==> src/rtl/pipe_ctrl_unit.sv <==
// ----------------------------------------------------------------------------
// pipe_ctrl_unit
//   Registered EX-stage control for the pipelined MIPS-subset core. Decodes
//   the instruction leaving the instruction register into EX control, and
//   owns the hi/lo multiply interlock, the branch-resolution squash FSM and
//   the GPIO channel strobes.
//
// Ports
//   clk, rst          core clock, asynchronous active-high reset
//   instr_valid       instruction input valid this cycle
//   instruction[31:0] instruction to decode
//   zero_EX           ALU zero flag of the instruction now in EX
//   stall_out         hold fetch / instruction register (combinational)
//   valid_EX          EX slot holds a real instruction
//   alu_op[3:0]       ALU operation
//   shamt_EX[4:0]     shift amount
//   regsel_EX[1:0]    write-back select: 0 ALU, 1 hi, 2 lo, 3 GPIO
//   enhilo_EX         load hi/lo
//   regwrite_EX       register-file write enable
//   rdrt_EX           destination select: 0 rd, 1 rt
//   alu_src_EX[1:0]   B operand: 0 rt, 1 sign-ext imm, 2 zero-ext imm
//   pc_src_EX[1:0]    next PC: 0 PC+4, 1 branch target (combinational)
//   gpio_out_en       one-hot GPIO write strobe
//   gpio_in_en        one-hot GPIO read select
//   illegal_EX        unrecognised opcode / funct
// ----------------------------------------------------------------------------
module pipe_ctrl_unit #(
    parameter int GPIO_CH    = 4,
    parameter int MULT_LAT   = 4,
    parameter int DELAY_SLOT = 0
) (
    input  logic               clk,
    input  logic               rst,
    input  logic               instr_valid,
    input  logic [31:0]        instruction,
    input  logic               zero_EX,
    output logic               stall_out,
    output logic               valid_EX,
    output logic [3:0]         alu_op,
    output logic [4:0]         shamt_EX,
    output logic [1:0]         regsel_EX,
    output logic               enhilo_EX,
    output logic               regwrite_EX,
    output logic               rdrt_EX,
    output logic [1:0]         alu_src_EX,
    output logic [1:0]         pc_src_EX,
    output logic [GPIO_CH-1:0] gpio_out_en,
    output logic [GPIO_CH-1:0] gpio_in_en,
    output logic               illegal_EX
);

    // Counter only has to hold MULT_LAT-1.
    localparam int MW = (MULT_LAT > 1) ? $clog2(MULT_LAT) : 1;

    localparam logic [0:0] S_IDLE    = 1'b0;
    localparam logic [0:0] S_RESOLVE = 1'b1;

    localparam logic [GPIO_CH-1:0] CH_ONE = {{(GPIO_CH-1){1'b0}}, 1'b1};

    // Opcodes
    localparam logic [5:0] OP_RTYPE = 6'h00;
    localparam logic [5:0] OP_BEQ   = 6'h04;
    localparam logic [5:0] OP_BNE   = 6'h05;
    localparam logic [5:0] OP_ADDI  = 6'h08;
    localparam logic [5:0] OP_ADDIU = 6'h09;
    localparam logic [5:0] OP_ORI   = 6'h0D;
    localparam logic [5:0] OP_LUI   = 6'h0F;

    // R-type funct codes
    localparam logic [5:0] FN_SLL   = 6'h00;
    localparam logic [5:0] FN_SRL   = 6'h02;
    localparam logic [5:0] FN_SRA   = 6'h03;
    localparam logic [5:0] FN_MFHI  = 6'h10;
    localparam logic [5:0] FN_MFLO  = 6'h12;
    localparam logic [5:0] FN_MULT  = 6'h18;
    localparam logic [5:0] FN_MULTU = 6'h19;
    localparam logic [5:0] FN_ADD   = 6'h20;
    localparam logic [5:0] FN_ADDU  = 6'h21;
    localparam logic [5:0] FN_SUB   = 6'h22;
    localparam logic [5:0] FN_SUBU  = 6'h23;
    localparam logic [5:0] FN_AND   = 6'h24;
    localparam logic [5:0] FN_OR    = 6'h25;
    localparam logic [5:0] FN_XOR   = 6'h26;
    localparam logic [5:0] FN_NOR   = 6'h27;
    localparam logic [5:0] FN_SLT   = 6'h2A;
    localparam logic [5:0] FN_SLTU  = 6'h2B;

    typedef struct packed {
        logic               valid;
        logic [3:0]         alu_op;
        logic [4:0]         shamt;
        logic [1:0]         regsel;
        logic               enhilo;
        logic               regwrite;
        logic               rdrt;
        logic [1:0]         alu_src;
        logic               is_beq;
        logic               is_bne;
        logic [GPIO_CH-1:0] gout;
        logic [GPIO_CH-1:0] gin;
        logic               illegal;
    } ex_ctrl_t;

    ex_ctrl_t        dec;
    ex_ctrl_t        ex_d, ex_q;
    logic            hilo_use;   // instruction needs hi/lo to be settled
    logic            is_mult;
    logic            bad;

    logic [MW-1:0]   mcnt_d, mcnt_q;
    logic [0:0]      state_d, state_q;

    logic            taken;
    logic            squash;
    logic            load;

    logic [5:0]      op;
    logic [5:0]      funct;
    logic [4:0]      rd;
    logic [4:0]      sh;

    assign op    = instruction[31:26];
    assign funct = instruction[5:0];
    assign rd    = instruction[15:11];
    assign sh    = instruction[10:6];

    // ------------------------------------------------------------------
    // Combinational decode of the instruction at the input
    // ------------------------------------------------------------------
    always_comb begin
        dec      = '0;
        hilo_use = 1'b0;
        is_mult  = 1'b0;
        bad      = 1'b0;

        if (instruction == 32'h0) begin
            // NOP: occupies the slot but does nothing
            dec.valid = 1'b1;
        end else begin
            dec.valid = 1'b1;
            case (op)
                OP_RTYPE: begin
                    case (funct)
                        FN_ADD, FN_ADDU: begin dec.alu_op = 4'b0100; dec.regwrite = 1'b1; end
                        FN_SUB, FN_SUBU: begin dec.alu_op = 4'b0101; dec.regwrite = 1'b1; end
                        FN_AND:  begin dec.alu_op = 4'b0000; dec.regwrite = 1'b1; end
                        FN_OR:   begin dec.alu_op = 4'b0001; dec.regwrite = 1'b1; end
                        FN_NOR:  begin dec.alu_op = 4'b0010; dec.regwrite = 1'b1; end
                        FN_XOR:  begin dec.alu_op = 4'b0011; dec.regwrite = 1'b1; end
                        FN_SLT:  begin dec.alu_op = 4'b1100; dec.regwrite = 1'b1; end
                        FN_SLTU: begin dec.alu_op = 4'b1101; dec.regwrite = 1'b1; end
                        FN_SLL: begin
                            dec.alu_op   = 4'b1000;
                            dec.shamt    = sh;
                            dec.regwrite = 1'b1;
                        end
                        // srl/sra with a zero shift are repurposed as GPIO
                        // write/read on channel rd.
                        FN_SRL: begin
                            if (sh == 5'd0) begin
                                if (32'(rd) < GPIO_CH) dec.gout = CH_ONE << rd;
                                else                   bad      = 1'b1;
                            end else begin
                                dec.alu_op   = 4'b1001;
                                dec.shamt    = sh;
                                dec.regwrite = 1'b1;
                            end
                        end
                        FN_SRA: begin
                            if (sh == 5'd0) begin
                                if (32'(rd) < GPIO_CH) begin
                                    dec.gin      = CH_ONE << rd;
                                    dec.regsel   = 2'd3;
                                    dec.regwrite = 1'b1;
                                end else begin
                                    bad = 1'b1;
                                end
                            end else begin
                                dec.alu_op   = 4'b1010;
                                dec.shamt    = sh;
                                dec.regwrite = 1'b1;
                            end
                        end
                        FN_MFHI: begin
                            dec.regsel   = 2'd1;
                            dec.regwrite = 1'b1;
                            hilo_use     = 1'b1;
                        end
                        FN_MFLO: begin
                            dec.regsel   = 2'd2;
                            dec.regwrite = 1'b1;
                            hilo_use     = 1'b1;
                        end
                        FN_MULT, FN_MULTU: begin
                            dec.alu_op = (funct == FN_MULT) ? 4'b0110 : 4'b0111;
                            dec.enhilo = 1'b1;
                            hilo_use   = 1'b1;
                            is_mult    = 1'b1;
                        end
                        default: bad = 1'b1;
                    endcase
                end
                OP_ADDI, OP_ADDIU: begin
                    dec.alu_op   = 4'b0100;
                    dec.alu_src  = 2'd1;
                    dec.rdrt     = 1'b1;
                    dec.regwrite = 1'b1;
                end
                OP_ORI: begin
                    dec.alu_op   = 4'b0001;
                    dec.alu_src  = 2'd2;
                    dec.rdrt     = 1'b1;
                    dec.regwrite = 1'b1;
                end
                OP_LUI: begin
                    dec.alu_op   = 4'b1000;
                    dec.shamt    = 5'd16;
                    dec.alu_src  = 2'd2;
                    dec.rdrt     = 1'b1;
                    dec.regwrite = 1'b1;
                end
                OP_BEQ: begin dec.alu_op = 4'b0101; dec.is_beq = 1'b1; end
                OP_BNE: begin dec.alu_op = 4'b0101; dec.is_bne = 1'b1; end
                default: bad = 1'b1;
            endcase

            // Illegal encodings occupy the slot but must not write anything
            if (bad) begin
                dec         = '0;
                dec.valid   = 1'b1;
                dec.illegal = 1'b1;
                hilo_use    = 1'b0;
                is_mult     = 1'b0;
            end
        end
    end

    // ------------------------------------------------------------------
    // Branch resolution, squash, interlock
    // ------------------------------------------------------------------
    // The branch flags live in ex_q, so the FSM only needs to know whether
    // the EX slot is currently being resolved.
    assign taken  = (state_q == S_RESOLVE) &&
                    ((ex_q.is_beq & zero_EX) | (ex_q.is_bne & ~zero_EX));
    assign squash = taken && (DELAY_SLOT == 0);

    // Squash wins over the hi/lo interlock: the held instruction is on the
    // wrong path anyway, so fetch must be free to redirect.
    assign stall_out = instr_valid & hilo_use & (mcnt_q != '0) & ~squash;
    assign load      = instr_valid & ~stall_out & ~squash;

    assign ex_d = load ? dec : '0;

    always_comb begin
        mcnt_d = mcnt_q;
        if (load && is_mult)   mcnt_d = MW'(MULT_LAT - 1);
        else if (mcnt_q != '0) mcnt_d = mcnt_q - MW'(1);
    end

    // A branch that loads while another resolves simply re-enters RESOLVE.
    always_comb begin
        state_d = state_q;
        case (state_q)
            S_IDLE:    if (load && (dec.is_beq || dec.is_bne)) state_d = S_RESOLVE;
            S_RESOLVE: state_d = (load && (dec.is_beq || dec.is_bne)) ? S_RESOLVE : S_IDLE;
            default:   state_d = S_IDLE;
        endcase
    end

    always_ff @(posedge clk or posedge rst) begin
        if (rst) begin
            ex_q    <= '0;
            mcnt_q  <= '0;
            state_q <= S_IDLE;
        end else begin
            ex_q    <= ex_d;
            mcnt_q  <= mcnt_d;
            state_q <= state_d;
        end
    end

    // ------------------------------------------------------------------
    // Outputs
    // ------------------------------------------------------------------
    assign valid_EX    = ex_q.valid;
    assign alu_op      = ex_q.alu_op;
    assign shamt_EX    = ex_q.shamt;
    assign regsel_EX   = ex_q.regsel;
    assign enhilo_EX   = ex_q.enhilo;
    assign regwrite_EX = ex_q.regwrite;
    assign rdrt_EX     = ex_q.rdrt;
    assign alu_src_EX  = ex_q.alu_src;
    assign gpio_out_en = ex_q.gout;
    assign gpio_in_en  = ex_q.gin;
    assign illegal_EX  = ex_q.illegal;
    assign pc_src_EX   = {1'b0, taken};

endmodule
==> config.mk <==
export PLATFORM = sky130hd
export DESIGN_NAME = pipe_ctrl_unit
export DESIGN_NICKNAME = d
export VERILOG_FILES = /design/src/rtl/pipe_ctrl_unit.sv
export SDC_FILE = /design/constraint.sdc
export NUM_CORES = 1
export LEC_CHECK = 0
export ABC_AREA = 1
export CORE_UTILIZATION = 48
export CTS_CLUSTER_SIZE = 8
export DETAILED_ROUTE_END_ITERATION = 7
export PLACE_DENSITY = 0.93
export SYNTH_ARGS = -nofsm -noshare
export SYNTH_HDL_FRONTEND = slang
export SYNTH_SLANG_ARGS = --single-unit
==> constraint.sdc <==
create_clock -name clk -period 2.32 [get_ports clk]
set_input_delay 0.464 -clock clk [delete_from_list [all_inputs] [get_ports clk]]
set_output_delay 0.464 -clock clk [all_outputs]
set_load 0.01 [all_outputs]
### Word-level counts from Yosys, hierarchy flattened

Cells that the tools add are included.

| cells by class | value |
|---|---|
| eq/ne operators | 22 |
| shift-type cells | 1 |
| add/subtract/negate cells | 1 |
| mux-type cells | 44 |
| magnitude comparators | 1 |
| bitwise gates (word level) | 11 |
| reduce and logical (&&, ||, !) cells | 22 |

Operators with widths:

| operator | count |
|---|---|
| $eq 6x6->1 const B | 10 |
| $mux 27 | 2 |
| $pmux 4 s11 | 1 |
| $logic_not 32->1 | 1 |
| $mux 28 | 1 |
| $eq 6x4->1 const B | 4 |
| $eq 6x5->1 const B | 4 |
| $pmux 4 s5 | 1 |
| $mux 1 | 19 |
| $mux 9 | 2 |
| $mux 4 | 4 |
| $pmux 5 s3 | 1 |
| $reduce_or 15->1 | 1 |
| $reduce_or 2->1 | 7 |
| $reduce_or 13->1 | 1 |
| $eq 6x2->1 const B | 2 |
| $eq 6x3->1 const B | 2 |
| $logic_not 6->1 | 2 |
| $pmux 5 s2 | 1 |
| $mux 2 | 4 |
| $mux 8 | 1 |
| $reduce_or 4->1 | 2 |
| $and 1x1->1 | 7 |
| $pmux 1 s2 | 3 |
| other kinds (14) | 19 |

| word-level totals | value |
|---|---|
| output and inout bits | 29 |
| register bits after elaboration | 31 |
| input bits | 36 |

### Logic depth before layout (Yosys ltp)

Gate-level depths: netlist (run 1).

| logic depth | value |
|---|---|
| word-level depth | 16 |
| gate-level depth with buffers | 11 |
| mapped depth without buffers | 11 |

### Worst setup path after synthesis (run 1)

OpenSTA, ideal clock, no wires.

| timing path | value |
|---|---|
| path type | input to output |
| start | in instruction[14] |
| end | out stall_out |
| path slack | 0.530 ns |
| buffers on the path | 0 |
| data required time | 1.856 ns |
| stages on the path | 8 |
| arrival time | 1.326 ns |
| path through | inv_1 > nand2_1 > nor2_1 > nand2_1 > nor3_2 > nand3_1 > nand2_1 > nor2_1 |

| between the ends | value |
|---|---|
| cells in the longest elaborated chain, start to end | 11 |
| elaborated cells between the ends (all ways) | 12 |
| classes of those cells | order compare: 1; mux: 7; bitwise: 3; reduce/logical: 1 |

Ends and longest elaborated chain:

| element | line | RTL |
|---|---|---|
| start: declaration | 35 | `input logic [31:0] instruction,` |
| $lt 5x3->1 | 161, 171 |  |
| $mux 1 | 161, 171 |  |
| $mux 1 | 170 | `if (sh == 5'd0) begin` |
| $pmux 1 s2 | 143 | `case (funct)` |
| $pmux 1 s2 | 141 | `case (op)` |
| $mux 1 | 136 | `if (instruction == 32'h0) begin` |
| $mux 1 | 228 | `if (bad) begin` |
| $mux 1 * | 136 |  |
| $and 1x1->1 * (3 in series) | 249 | `assign stall_out = instr_valid & hilo_use & (mcnt_q != '0) & ~squash;` |
| end: declaration | 37 | `output logic stall_out,` |

Every way passes the cells marked *; elsewhere a longest branch is shown, timed or not. The select of a mux whose other input is x is not followed.

### Worst setup path after layout (run 1)

| timing path | value |
|---|---|
| start | in instruction[1] |
| end | out stall_out |

| between the ends | value |
|---|---|
| cells in the longest elaborated chain, start to end | 10 |
| elaborated cells between the ends (all ways) | 31 |
| classes of those cells | eq/ne: 16; mux: 7; bitwise: 3; reduce/logical: 5 |

Ends and longest elaborated chain:

| element | line |
|---|---|
| $eq 6x5->1 (tied with other cells) | 143 |
| $reduce_or 15->1 (no source line) / $reduce_or 2->1 (equally long branches) | - |
| $pmux 1 s2 | 143 |
| $pmux 1 s2 | 141 |
| $mux 1 | 136 |
| $mux 1 | 228 |
| $mux 1 * | 136 |
| $and 1x1->1 * (3 in series) | 249 |

Marks and branches as above.

==> flow_summary_export.csv, run 1 <==
group,metric,value,unit
status,outcome,"finished, final reports clean",
floorplanning,floorplan.die.width,63.80,um
floorplanning,core.rowCount,22,
power_and_ir_drop,power.static_leakage,1.392,nW
global_route,grt_pass1_vias,1858,
synth,ys_ff_latch,31,
setup_path,timing.critical_path.buf_inv,2,
clocking,numCtsBuffers,5,
setup_path,crit_family,"simple AND/OR/NAND/NOR gates",
place,postPlaceCellArea,2586,sq um
worst_hold_path,hold_crit_path_type,"input pin to asynchronous set/reset pin",
floorplanning,floorplan.initialDensity,0.5007,
clocking,path_clk_slew,0.06,ns
synth,synth-main-ff-cell,"sky130_fd_sc_hd__dfrtp_1",
finish,antenna-diode-count,0,
finish,mostFrequentLayoutCell,"sky130_fd_sc_hd__clkdlybuf4s50_1",
setup_path,critical_path.startpoint_type,"input pin",
flow_run,maxCapViolations,0,
global_route,grt_max_degree,32,
floorplanning,floorplan.io_pins,65,
floorplanning,die_height,63.80,um
setup_path,critical_path_arrival,1.84,ns
setup_path,reg2reg_to,"mcnt_q[1]",
synth,synth_cell_type_count,26,
finish,final-instance-count-excl-fill,377,
place,hpwlAfterDp,3483,um
synth,synth-edff-count,0,
detailed_routing,wire_per_inst,13.35,um
floorplanning,die_area,4070,sq um
power_and_ir_drop,power.ir.vdd_worst,266.1,uV
setup_path,crit_chain,"clkdlybuf4s50_1 > nor2_1 > nand2_2 > nor3_2 > nand3_2 > nand2_2 > nor2_1 > buf_2",
timing,timing.clock.skew,0.007430,ns
global_route,grt_usage,0.2633,
power_and_ir_drop,power.density,459.0,nW/um^2
detailed_routing,drc_viols,0,
detailed_routing,vias,1935,
setup_path,timing.critical_path.fanout_max,2,
timing,final_setup_violation_count,0,
setup_path,critPathRequiredTime,1.86,ns
timing,timing_hold_violations_final,0,
setup_path,slowest_delay,0.43,ns
clocking,clock_latency,0.29,ns
synth,post_synth_instance_area,1833,sq um
synth,ys_seq_area_frac,0.4232,
setup_path,r2r_start,"mcnt_q[0]",
finish,area.growth.synth_to_final,53.17,%
synth,asyncSetResetFlopFracSynth,1.000,
place,numPortBuffers,63,
place,placed_cells_incl_taps,359,
setup_path,r2r_cells,8,
setup_path,criticalPathCategory,"input pin to output port",
timing,drv_slew,0,
clocking,cts.path.max_buffers,2,
detailed_routing,drt_pass1_iterations,5,
clocking,numClockSinks,31,
setup_path,reg2reg_setup_slack,0.78,ns
detailed_routing,postRouteWirelength,5032,um
finish,layout.nets,366,
clocking,ctsHtreeMaxLevel,2,
synth,netlist_instances,240,
synth,syn-num-nets,277,
synth,post_synth.cell_area_avg,7.638,sq um
setup_path,timing.critical_path.slowest_stage_cell,"sky130_fd_sc_hd__clkdlybuf4s50_1",
setup_path,path_depth,8,
timing,layout_min_cycle_time,2.303,ns
timing,finalCritPeriodShare,0.9929,
place,gpl.final_weighted_congestion,0.9141,
clocking,tritoncts,"done",
synth,total_number_of_yosys_warnings,0,
synth,synth_area_leader_cell,"sky130_fd_sc_hd__dfrtp_1",
global_route,number_of_antenna_violations_at_the_first_check_in_global_routing,0,
setup_path,timing.critical_path.to_type,"output port",
detailed_routing,drt-vias-per-instance,5.133,
synth,dominant_cells_by_area_after_synthesis,"sky130_fd_sc_hd__dfrtp_1, sky130_fd_sc_hd__nor2_1, sky130_fd_sc_hd__buf_4",
global_route,grt_first_pass_wirelength,8024,um
clocking,clockRootBuffer,"sky130_fd_sc_hd__clkbuf_8",
synth,synth_largest_type_area_fraction,0.4232,
global_route,overflow,0,
finish,ratio_of_cells_with_drive_above_1_in_the_final_layout,0.2614,
floorplanning,core-area,3661,sq um
finish,stdcell_area,2808,sq um
detailed_routing,final_antenna_net_count,0,
detailed_routing,initialDrtViolationCount,102,
finish,layout.cells.most_common_list,"sky130_fd_sc_hd__clkdlybuf4s50_1, sky130_fd_sc_hd__buf_4, sky130_fd_sc_hd__nor2_1",
timing,fmaxAchievable,0.4341,GHz
## synthesized netlist by cell type (3+ instances only)
cell type                 count
sky130_fd_sc_hd__a21oi_1      9
sky130_fd_sc_hd__a31oi_1      3
sky130_fd_sc_hd__buf_4       23
sky130_fd_sc_hd__dfrtp_1     31
sky130_fd_sc_hd__inv_1       29
sky130_fd_sc_hd__inv_2        5
sky130_fd_sc_hd__nand2_1     36
sky130_fd_sc_hd__nand3_1     18
sky130_fd_sc_hd__nand3_2      4
sky130_fd_sc_hd__nand4_1      7
sky130_fd_sc_hd__nor2_1      49
sky130_fd_sc_hd__nor2_2       3
sky130_fd_sc_hd__nor2_4       3
sky130_fd_sc_hd__nor3_1       4
sky130_fd_sc_hd__nor4_1       3
## how the worst max path moves through the flow
stage	start	to	slack [ns]
finish	instruction[1]	stall_out	0.02
global route	instruction[27]	stall_out	-0.07
CTS	instruction[3]	regwrite_EX	0.002
detailed placement	instruction[27]	stall_out	-0.45
global placement	instruction[27]	stall_out	-0.40
floorplan	instruction[14]	stall_out	0.53
## stage by stage
stage               total power [W]  hold slack [ns]    util  worst slack, ns  TNS (ns)
detailed placement        0.0008611           0.5635  0.7064          -0.4470   -0.5144
global placement          0.0008370           0.4925  0.7064          -0.3971   -0.4593
finish                     0.001289           0.5514  0.7669          0.01654         0
global route               0.001354           0.5994  0.7669         -0.07494   -0.2528
floorplan                 0.0007114           0.4775       -           0.5296         0
CTS                        0.001283           0.5599  0.7488         0.002103         0
## timing repair
action / CTS / global route
setup buffers: 8 / 5
setup endpoints to repair: 2 / 14
pin swaps: 5 / 9
hold buffers: 0 / 0
gates resized for setup: 15 / 14
## logic make-up (layout without fill, tap and decap cells)
family / after synthesis / count (layout) / share of synthesized area
AO/OA/AOI/OAI: 16 / 16 / 0.04915
AND/OR/NAND/NOR: 133 / 133 / 0.3522
flip-flops: 31 / 31 / 0.4232
buffers and inverters: 58 / 147 / 0.1666
adder cells (fa/ha/maj): 1 / 1 / 0.006825
other: 1 / 1 / 0.002046
## state kept, by name (all words and copies together) (netlist names), 2 cells and up
register     cells
alu_op           4
alu_src_EX       2
ex_q             2
gpio_in_en       4
gpio_out_en      4
mcnt_q           2
regsel_EX        2
shamt_EX         5
## worst reg2reg max path, stage by stage (launching register included)
cell and delay, ns:
sky130_fd_sc_hd__dfrtp_1 0.38, sky130_fd_sc_hd__inv_1 0.08, sky130_fd_sc_hd__ha_1 0.22, sky130_fd_sc_hd__inv_1 0.09, sky130_fd_sc_hd__nand4_1 0.11, sky130_fd_sc_hd__nand3_2 0.09, sky130_fd_sc_hd__inv_2 0.17, sky130_fd_sc_hd__nand3_1 0.16
sky130_fd_sc_hd__o211ai_1 0.15
## where the power goes
| part | switching, W | internal [W] | leakage, nW | total, W |
|---|---|---|---|---|
| sequential | 0.0000112 | 0.000565 | 0.424 | 0.000576 |
| combinational | 0.000150 | 0.000139 | 0.922 | 0.000289 |
| clock | 0.000192 | 0.000232 | 0.0470 | 0.000424 |
## layout make-up
type | instances | area [sq um]
repair buffers | 106 | 952.2
fillers | 256 | 853.3
multi-input cells | 151 | 804.5
clock inverters | 1 | 5.005
clock buffers | 6 | 82.58
flip-flops and latches | 31 | 775.7
well taps | 48 | 60.06
inverters | 34 | 127.6
## layer usage
layer | vias to the layer above | part of all wire | wire [um] | track usage
li1 | 917 | - | - | -
met1 | 866 | 0.37 | 1840 | 0.2935
met2 | 123 | 0.51 | 2572 | 0.4574
met3 | 29 | 0.079 | 397 | 0.05714
met4 | 0 | 0.044 | 223 | 0.1563
met5 | - | 0 | 0 | 0
(Power assumes the default switching activity.)
==> run 2, diff against run 1 <==
- SLEW_MARGIN: unset -> 20
- clock period: 2.32 -> 2.9 ns (I/O delays scaled with it)
==> run 2 against run 1 <==
Worst setup slack better by 0.32 ns. Power fell by 14%. Critical path depth unchanged. First-iteration DRC count fell by 26%. Largest cell class unchanged. Largest power group unchanged.
==> flow_summary_export.csv, run 2 (synthesized netlist as in run 1, its figures left out) <==
group,metric,value,unit
global_route,grt_first_pass_wirelength,7203,um
setup_path,slowest_delay,0.45,ns
timing,hold-worst-slack,0.5198,ns
clocking,ctsHtreeMaxLevel,2,
floorplanning,core.rowCount,22,
finish,area.growth.synth_to_final,46.62,%
status,outcome,"finished, final reports clean",
power_and_ir_drop,power.switching_fraction,0.2435,
clocking,tritoncts,"done",
flow_run,maxCapViolations,0,
detailed_routing,wire_per_inst,11.77,um
setup_path,crit_family,"simple AND/OR/NAND/NOR gates",
setup_path,critPathRequiredTime,2.32,ns
setup_path,crit_chain,"clkdlybuf4s50_1 > nor2_2 > nand3_2 > nor3_2 > nand3_2 > nand2_2 > nor2_1 > dlymetal6s2s_1",
finish,ratio_of_cells_with_drive_above_1_in_the_final_layout,0.1911,
clocking,numCtsBuffers,5,
timing,setup_repair_after_global_routing_missed_its_margin,"false",
detailed_routing,drt-vias-per-instance,4.942,
timing,layout_min_cycle_time,2.562,ns
place,numPortBuffers,63,
detailed_routing,drt_pass1_iterations,6,
global_route,grt_max_degree,32,
finish,largest_register_ff_count,5,
setup_path,timing.critical_path.slowest_stage_cell,"sky130_fd_sc_hd__clkdlybuf4s50_1",
clocking,clockRootBuffer,"sky130_fd_sc_hd__clkbuf_8",
power_and_ir_drop,p_seq_frac,0.416,
detailed_routing,final_antenna_net_count,0,
place,hpwlAfterDp,3275,um
floorplanning,floorplan.initialDensity,0.5007,
global_route,overflow,0,
power_and_ir_drop,p_clk_frac,0.392,
detailed_routing,postRouteWirelength,4262,um
setup_path,timing.critical_path.fanout_max,2,
clocking,cts_hold_repair.buffers,0,
timing,fmaxAchievable,0.3904,GHz
place,postPlaceCellArea,2541,sq um
floorplanning,floorplan.io_pins,65,
finish,stdcell_area,2688,sq um
clocking,cts.path.max_buffers,2,
timing,drv_slew,0,
power_and_ir_drop,intPower,0.0008347,W
detailed_routing,vias,1789,
global_route,grt_usage,0.2328,
detailed_routing,drc_viols,0,
setup_path,critPathMostFrequentCell,"sky130_fd_sc_hd__nand3_2",
setup_path,criticalPathCategory,"input pin to output port",
finish,layout.filler_cells,263,
timing,timing_hold_violations_final,0,
setup_path,critical_path.startpoint_type,"input pin",
timing,fin_tns_setup,0,ns
clocking,clock_latency,0.28,ns
setup_path,critical_path_arrival,1.98,ns
global_route,grt_pass1_vias,1700,
floorplanning,die_height,63.80,um
clocking,numClockSinks,31,
global_route,number_of_antenna_violations_at_the_first_check_in_global_routing,0,
power_and_ir_drop,power.density,410.6,nW/um^2
power_and_ir_drop,power.ir.vdd_worst,195.6,uV
power_and_ir_drop,power.switching,0.0002687,W
timing,timing.clock.skew,0.004447,ns
setup_path,timing.critical_path.buf_inv,2,
place,gpl.final_weighted_congestion,0.9078,
finish,antenna-diode-count,0,
clocking,path_clk_slew,0.06,ns
finish,layout.cells.most_common_list,"sky130_fd_sc_hd__clkdlybuf4s50_1, sky130_fd_sc_hd__nor2_1, sky130_fd_sc_hd__nand2_1",
setup_path,timing.critical_path.to_type,"output port",
timing,final_setup_violation_count,0,
floorplanning,die_area,4070,sq um
finish,mostFrequentLayoutCell,"sky130_fd_sc_hd__clkdlybuf4s50_1",
floorplanning,floorplan.die.width,63.80,um
timing,finalCritPeriodShare,0.8833,
power_and_ir_drop,p_comb_frac,0.193,
floorplanning,core-area,3661,sq um
power_and_ir_drop,power.static_leakage,1.292,nW
detailed_routing,initialDrtViolationCount,75,
finish,layout.nets,350,
power_and_ir_drop,totalPowerFinal,0.001103,W
worst_hold_path,hold_crit_path_type,"flop to flop",
-- run 2: cell types whose count changed in the layout (fill, tap and decap cells not counted), moves of 3 or more --
cell	before	now
sky130_fd_sc_hd__nor2_2	13	5
sky130_fd_sc_hd__nor2_1	39	47
sky130_fd_sc_hd__dlygate4sd2_1	5	0
sky130_fd_sc_hd__dlymetal6s2s_1	4	1
sky130_fd_sc_hd__clkdlybuf4s50_1	53	62
sky130_fd_sc_hd__buf_4	43	27
-- run 2: metrics by stage --
stage / utilization / cells / setup WS, ns
finish: 0.7341 / 362 / 0.3384
CTS: 0.7327 / 362 / 0.03137
floorplan: - / 240 / 0.8776
detailed placement: 0.6941 / 353 / -0.1203
global placement: 0.6941 / 353 / -0.05423
global route: 0.7341 / 362 / 0.2601
-- run 2: metal layers --
metal | share of wire | global-route usage | vias to the layer above
li1 | - | - | 890
met1 | 0.42 | 0.2758 | 796
met2 | 0.49 | 0.3883 | 90
met3 | 0.064 | 0.05357 | 13
met4 | 0.029 | 0.1278 | 0
met5 | 0 | 0 | -
-- run 2: final cells by class --
cell class                      count  area [sq um]  area share
Clock buffer                        6         82.58     0.03073
Sequential cell                    31         775.7      0.2886
Tap cell                           48         60.06     0.02235
Clock inverter                      2         35.03     0.01304
Timing Repair Buffer               90         835.8      0.3110
Inverter                           34         127.6     0.04749
Multi-Input combinational cell    151         770.7      0.2868
-- run 2: worst reg2reg max path, cell delays in order (launching register included) --
cell                      delay [ns]
sky130_fd_sc_hd__dfrtp_1        0.37
sky130_fd_sc_hd__inv_1          0.07
sky130_fd_sc_hd__ha_1           0.21
sky130_fd_sc_hd__inv_1          0.08
sky130_fd_sc_hd__nand4_1        0.10
sky130_fd_sc_hd__nand3_2        0.22
sky130_fd_sc_hd__inv_2          0.22
sky130_fd_sc_hd__nand4_2        0.17
sky130_fd_sc_hd__nor2_1         0.15
-- run 2: power by group through the flow --
stage                     Combinational, W  Sequential [W]  Clock, W
after CTS                         0.000212        0.000458  0.000438
final                             0.000213        0.000459  0.000432
after floorplan                   0.000103        0.000467         0
after detailed placement          0.000210        0.000466         0
after global placement            0.000198        0.000466         0
after global routing              0.000239        0.000462  0.000460
-- run 2: what timing repair did --
| item | in CTS | in global routing |
|---|---|---|
| resized for setup | 4 | 2 |
| buffers inserted | 1 | 0 |
| endpoints found under the setup margin | 1 | 1 |
| pin swaps | 1 | 0 |
-- run 2: final timing paths --
path,from,endpoint,slack (ns),depth (start not counted)
worst min-delay path,mcnt_q[1],mcnt_q[1],0.52,2
worst max-delay path,instruction[27],stall_out,0.34,8
min in group asynchronous,rst,shamt_EX[0],0.67,3
worst max register to register,mcnt_q[0],gpio_out_en[2],1.23,8
worst min register to register,mcnt_q[1],mcnt_q[1],0.52,2
max in group asynchronous,rst,enhilo_EX,1.96,3
